**src/rtl/pc_pkg.sv**
```systemverilog
// pc_pkg: shared constants, pointer-width helper and next-pc source enum for the fetch PC generator.
package pc_pkg;
  localparam int unsigned DEF_INC = 4;
  localparam logic [63:0] DEF_RESET_PC = 64'h0;
  function automatic int unsigned ptr_w(input int unsigned depth);
    return (depth > 1) ? $clog2(depth) : 1;
  endfunction
  typedef enum logic [2:0] {SRC_RESET, SRC_REDIRECT, SRC_RET, SRC_HOLD, SRC_SEQ} pc_src_e;
endpackage

```
**src/rtl/ras_stack.sv**
```systemverilog
// ras_stack: circular return-address stack; overwrites the oldest entry when full.
module ras_stack import pc_pkg::*; #(
  parameter int unsigned WIDTH = 64,
  parameter int unsigned DEPTH = 4
) (
  input  logic             clk,
  input  logic             reset,
  input  logic             push,
  input  logic             pop,
  input  logic [WIDTH-1:0] push_data,
  output logic [WIDTH-1:0] top_data,
  output logic             empty,
  output logic             full,
  output logic             underflow
);
  localparam int unsigned PW = ptr_w(DEPTH);
  localparam int unsigned CW = PW + 1;
  logic [WIDTH-1:0] r_mem [DEPTH];
  logic [PW-1:0] r_tp, w_tp_nxt, w_wr_ptr;
  logic [CW-1:0] r_cnt, w_cnt_nxt;
  logic r_und;
  assign empty = r_cnt == '0;
  assign full = r_cnt == CW'(DEPTH);
  assign top_data = r_mem[r_tp];
  assign underflow = r_und;
  // push with pop replaces the top in place; push alone writes above it
  always_comb begin
    w_wr_ptr = pop ? r_tp : r_tp + 1'b1;
    w_tp_nxt = (push && !pop) ? r_tp + 1'b1 : (pop && !push && !empty) ? r_tp - 1'b1 : r_tp;
    w_cnt_nxt = (push && pop) ? (empty ? CW'(1) : r_cnt) :
                push ? (full ? r_cnt : r_cnt + 1'b1) :
                (pop && !empty) ? r_cnt - 1'b1 : r_cnt;
  end
  always_ff @(posedge clk) begin
    if (reset) begin
      r_tp <= '0;
      r_cnt <= '0;
      r_und <= 1'b0;
    end else begin
      r_tp <= w_tp_nxt;
      r_cnt <= w_cnt_nxt;
      r_und <= pop && empty;
    end
  end
  always_ff @(posedge clk) if (!reset && push) r_mem[w_wr_ptr] <= push_data;
endmodule

```
**src/rtl/pc_gen.sv**
```systemverilog
// pc_gen: fetch program counter with stall hold, prioritised redirect and RAS-predicted returns.
module pc_gen import pc_pkg::*; #(
  parameter int unsigned      WIDTH     = 64,
  parameter logic [WIDTH-1:0] RESET_PC  = WIDTH'(DEF_RESET_PC),
  parameter int unsigned      INC       = DEF_INC,
  parameter int unsigned      RAS_DEPTH = 4
) (
  input  logic             clk,
  input  logic             reset,
  input  logic             stall,
  input  logic             redirect,
  input  logic [WIDTH-1:0] redirect_pc,
  input  logic             ret,
  input  logic [WIDTH-1:0] ret_pc,
  input  logic             push,
  input  logic [WIDTH-1:0] push_addr,
  output logic [WIDTH-1:0] pc,
  output logic [WIDTH-1:0] pc_next_seq,
  output logic             ras_empty,
  output logic             ras_full,
  output logic             ras_underflow,
  output logic             misaligned
);
  pc_src_e w_src;
  logic [WIDTH-1:0] r_pc, w_top, w_tgt, w_pc_nxt;
  logic r_mis;
  ras_stack #(.WIDTH(WIDTH), .DEPTH(RAS_DEPTH)) u_ras (
    .clk(clk), .reset(reset), .push(push), .pop(ret), .push_data(push_addr),
    .top_data(w_top), .empty(ras_empty), .full(ras_full), .underflow(ras_underflow)
  );
  assign pc = r_pc;
  assign pc_next_seq = r_pc + WIDTH'(INC);
  assign misaligned = r_mis;
  // redirect outranks ret for the target, but the RAS still pops on ret
  always_comb begin
    w_src = reset ? SRC_RESET : redirect ? SRC_REDIRECT : ret ? SRC_RET : stall ? SRC_HOLD : SRC_SEQ;
    w_tgt = redirect ? redirect_pc : ras_empty ? ret_pc : w_top;
    w_pc_nxt = (w_src == SRC_RESET) ? RESET_PC :
               (w_src == SRC_HOLD) ? r_pc :
               (w_src == SRC_SEQ) ? pc_next_seq : {w_tgt[WIDTH-1:2], 2'b00};
  end
  always_ff @(posedge clk) begin
    r_pc <= w_pc_nxt;
    r_mis <= (w_src == SRC_REDIRECT || w_src == SRC_RET) && (w_tgt[1:0] != 2'b00);
  end
endmodule

```
**config.mk**
```make
export PLATFORM = sky130hd
export DESIGN_NAME = pc_gen
export DESIGN_NICKNAME = d
export VERILOG_FILES = /design/src/rtl/pc_pkg.sv /design/src/rtl/ras_stack.sv /design/src/rtl/pc_gen.sv
export SDC_FILE = /design/constraint.sdc
export NUM_CORES = 1
export LEC_CHECK = 0
export ABC_AREA = 0
export BUFFER_PORTS_ARGS = -buffer_cell sky130_fd_sc_hd__clkbuf_2
export CELL_PAD_IN_SITES_DETAIL_PLACEMENT = 0
export CELL_PAD_IN_SITES_GLOBAL_PLACEMENT = 2
export CORE_ASPECT_RATIO = 0.75
export CORE_UTILIZATION = 36
export CTS_CLUSTER_DIAMETER = 80
export DETAILED_ROUTE_END_ITERATION = 8
export GPL_TIMING_DRIVEN = 1
export PLACE_DENSITY_LB_ADDON = 0.25
export SLEW_MARGIN = 10
export SYNTH_ARGS = -nofsm -noshare
export SYNTH_HDL_FRONTEND = slang
export SYNTH_SLANG_ARGS = --single-unit
```
**constraint.sdc**
```tcl
create_clock -name clk -period 9.8 [get_ports clk]
set_clock_uncertainty 0.2 [all_clocks]
set_input_delay 1.47 -clock clk [delete_from_list [all_inputs] [get_ports clk]]
set_output_delay 1.47 -clock clk [all_outputs]
set_load 0.05 [all_outputs]
```
==> results.txt <==
----------------------------------------------------
[Run status]
  Result of the run ... finished clean

[Floorplan]
  Placeable Area ... ~43000 um2
  Floorplan die area ... around 45000 um2
  Overall die height ... around 180 um
  Row Count ... between 60 and 70
  # IOs ... 330
  Starting density of the core ... about 37%
  X dimension of the die ... approximately 240 um

[STA]
  Setup_tns ... 0 ns
  Slew Limit Fails ... 0
  Final min period ... between 5 and 6 ns
  Final setup violation count ... 0
  Headroom to the max-slew limit ... roughly 16%
  Crit share post-route ... 55.01%
  Actual slew at the worst max-slew pin ... approximately 1.3 ns
  Unrepaired setup endpoints after global routing ... false
  Upper clock frequency limit ... ~0.19 GHz
  Count of final hold-check violations ... 0

[Power]
  Peak supply drop ... 97.53 uV
  Pwr Density ... between 200 and 250 nW/um2
  Part of the power in the clock network ... about 35%
  Leakage power ... 6.987 nW
  Sequential Power Share ... between 40 and 50%
  P_int ... ~2.6 mW
  Net Sw Frac ... approximately 32%
  Share of total power in combinational logic ... approximately 22%
  Net switching power ... 1.263 mW

[Route]
  Detailed-router iteration count before antenna repair ... 5
  Total length of routed wires ... roughly 58000 um
  Wirelength per Cell ... ~26 um
  Final routed DRC violation total ... 0
  First-iteration detailed-routing DRC count ... between 1000 and 1500
  Remaining number of nets flagged by the antenna check after routing ... 0
  Total via count after detailed routing ... 12420
  Avg Vias per Cell ... roughly 5.6

[Setup path]
  Category of the critical setup timing path ... reg -> out
  Kind of launch point of the worst setup path ... flop
  Critical-path maximum fanout ... 13
  Arrival time at the worst endpoint ... 3.72 ns
  Crit path max-delay family ... simple AND/OR/NAND/NOR gates
  Crit-path slowest cell ... or3_1
  Worst path bufs/invs ... 1
  Type of destination of the critical path ... primary output
  Req. time, crit path ... 8.13 ns
  Critical path's largest stage delay ... roughly 0.79 ns
  CP cell instances ... ha_1 > nand3_1 > or3_1 > nor4_4 > nor2b_1 > xnor2_1 > clkbuf_2

[Synth]
  Cells after Synth ... approximately 1300
  Combinational family with the most area after synthesis ... simple AND/OR/NAND/NOR gates
  Simple-gate share of the synthesized area ... approximately 16%
  Warnings from Yosys ... 0
  Post-synthesis compound-gate area fraction ... 7.888%
  Number of distinct library cells after synthesis ... 70
  Most instantiated flip-flop cell in the synthesis netlist ... edfxtp_1
  Fraction of the yosys area taken by sequential cells ... approximately 57%
  FF+latch count, synth ... approximately 330
  Post-synth EDFFs ... about 260
  Post-synthesis share of cell area spent on full adders, half adders and majority gates ... less than 1%
  Share of synthesized registers carrying an async set or reset ... 0%
  Xor and xnor area share after synthesis ... under 10%
  Cell area after technology mapping ... approximately 16000 um2
  Proportion of synthesized area in mux cells ... between 10% and 20%
  Mean cell area of the mapped netlist ... 12.04 um2

[Clock tree]
  H-tree lvl count ... 2
  Clk_lat worst skew ... 0.52 ns
  Hold buffer count at CTS ... 0
  Number of buffers inserted during clock tree synthesis ... 37
  Clock sinks ... roughly 330
  Maximum number of buffers from clock root to sink ... 3
  Post-CTS setup buffer count ... 0
  CTS tree ... yes
  Cell at the root of the clock tree ... clkbuf_16
  Clock transition at path regs ... around 0.06 ns
  Number of gates given a new drive strength after cts ... 0

[Place]
  Detailed placer's ending HPWL ... roughly 42000 um
  Gpl congestion ... 0.9016
  Buffers added on ports ... between 300 and 400

[Worst hold path]
  Hold Path Class ... reg -> reg

[Global route]
  Global-route congestion overflow total ... 0
  Number of antenna violations at the first check in global routing ... 5
  Vias in the first global route ... about 12000
  Total routing usage reported by global routing ... about a quarter
  Largest net degree at the start of global routing ... 65
  Global-route wire length before repair ... between 80000 and 90000 um

[Cells and area]
  Count of fill cells added during filler insertion ... 4209
  Layout net count ... about 1800
  Synthesis-to-layout area growth ... 20.55%
  Most common cell after layout, fill and taps aside ... clkbuf_2
  Highest-count cells in the layout ignoring fill and taps ... clkbuf_2, edfxtp_1, nand2_1, dfxtp_1, nor2_1
  Share of layout cells above drive strength 1 ... a little under a third
  Final core utilization ... 44.16%

[Run]
  Count of maximum capacitance violations ... 0

----------------------------------------------------
-- cells in the mapped netlist (22+ instances only) --
library cell	number	area [um2]
edfxtp_1	256	7687
nand2_1	165	619.3
dfxtp_1	71	1421
nor2_1	69	259.0
mux4_2	62	1396
a21oi_1	60	300.3
clkbuf_1	59	221.5
nand3_1	55	275.3
xnor2_1	47	411.6
o21ai_0	38	190.2
nor3_1	37	185.2
xor2_1	35	306.5
nand4_1	34	212.7
buf_2	30	150.1
and4_1	22	192.7
nor4_1	22	137.6
-- registers in the layout, indices dropped and copies added, names as in the netlist, named ones only --
signal / count
misaligned: 1
pc: 62
u_ras.r_cnt: 3
u_ras.r_mem: 256
u_ras.r_tp: 2
u_ras.underflow: 1
-- logic make-up after synthesis --
group                      count (synthesis)
and+or+nand+nor                          502
DFF                                      327
AOI/OAI and AO/OA                        196
buffers and inverters                    123
muxes                                     88
xor gates and xnor gates                  82
adders and majority gates                  2
other                                      1
-- through the flow --
| step | hold slack (ns) | worst slack [ns] | std cells | total power, mW | cell area [um2] |
|---|---|---|---|---|---|
| 2_1_floorplan | 0.3065 | 0.6223 | 1324 | 2.266 | 15920 |
| 3_3_place_gp | 0.3063 | 5.047 | 2141 | 2.571 | 18010 |
| 3_5_place_dp | 0.3278 | 4.998 | 2141 | 2.578 | 18010 |
| 4_1_cts | 0.3356 | 4.416 | 2206 | 3.918 | 19170 |
| 5_1_grt | 0.3814 | 4.224 | 2207 | 4.030 | 19170 |
| 6_report | 0.3415 | 4.409 | 2209 | 3.888 | 19180 |
-- worst paths after layout --
kind	from	cells past startpoint	slack [ns]	to
setup / recovery	pc[2]	7	4.41	pc_next_seq[62]
hold / removal	pc[4]	2	0.34	pc[4]
hold reg to reg	pc[4]	2	0.34	pc[4]
setup reg to reg	u_ras.r_cnt[2]	7	6.43	pc[58]
-- power groups by stage --
| stage | Clock [mW] | Sequential (mW) | Combinational, mW |
|---|---|---|---|
| after detailed placement | 0 | 1.71 | 0.863 |
| after CTS | 1.37 | 1.69 | 0.866 |
| final | 1.34 | 1.69 | 0.858 |
| after global placement | 0 | 1.71 | 0.861 |
| after floorplan | 0 | 1.76 | 0.507 |
| after global routing | 1.42 | 1.70 | 0.910 |
-- worst reg2reg max path, stage by stage (launching register included) --
cell and delay [ns]:
dfxtp_1 0.36, or3_2 0.86, inv_2 0.17, buf_4 0.61
nor3_1 0.30, a211o_1 0.37, a311oi_1 0.26, o211ai_1 0.11
-- metal layers --
layer	vias to the layer above	share of wire [%]	GRT usage, %
met5	-	0.022	0
met4	2	2.0	6.475
met3	62	7.7	4.904
met2	481	44	38.40
met1	6275	46	37.97
li1	5602	-	-
-- final cells by class --
| cell class | instances | area [um2] | share of cell area, % |
|---|---|---|---|
| Clock inverter | 19 | 178.9 | 0.9329 |
| Antenna cell | 3 | 7.507 | 0.03914 |
| Multi-Input combinational cell | 874 | 6322 | 32.96 |
| Tap cell | 578 | 723.2 | 3.771 |
| Timing Repair Buffer | 348 | 1799 | 9.381 |
| Inverter | 14 | 52.55 | 0.2740 |
| Sequential cell | 327 | 9116 | 47.53 |
| Clock buffer | 46 | 979.7 | 5.108 |
Power figures use the tool's default switching activity.
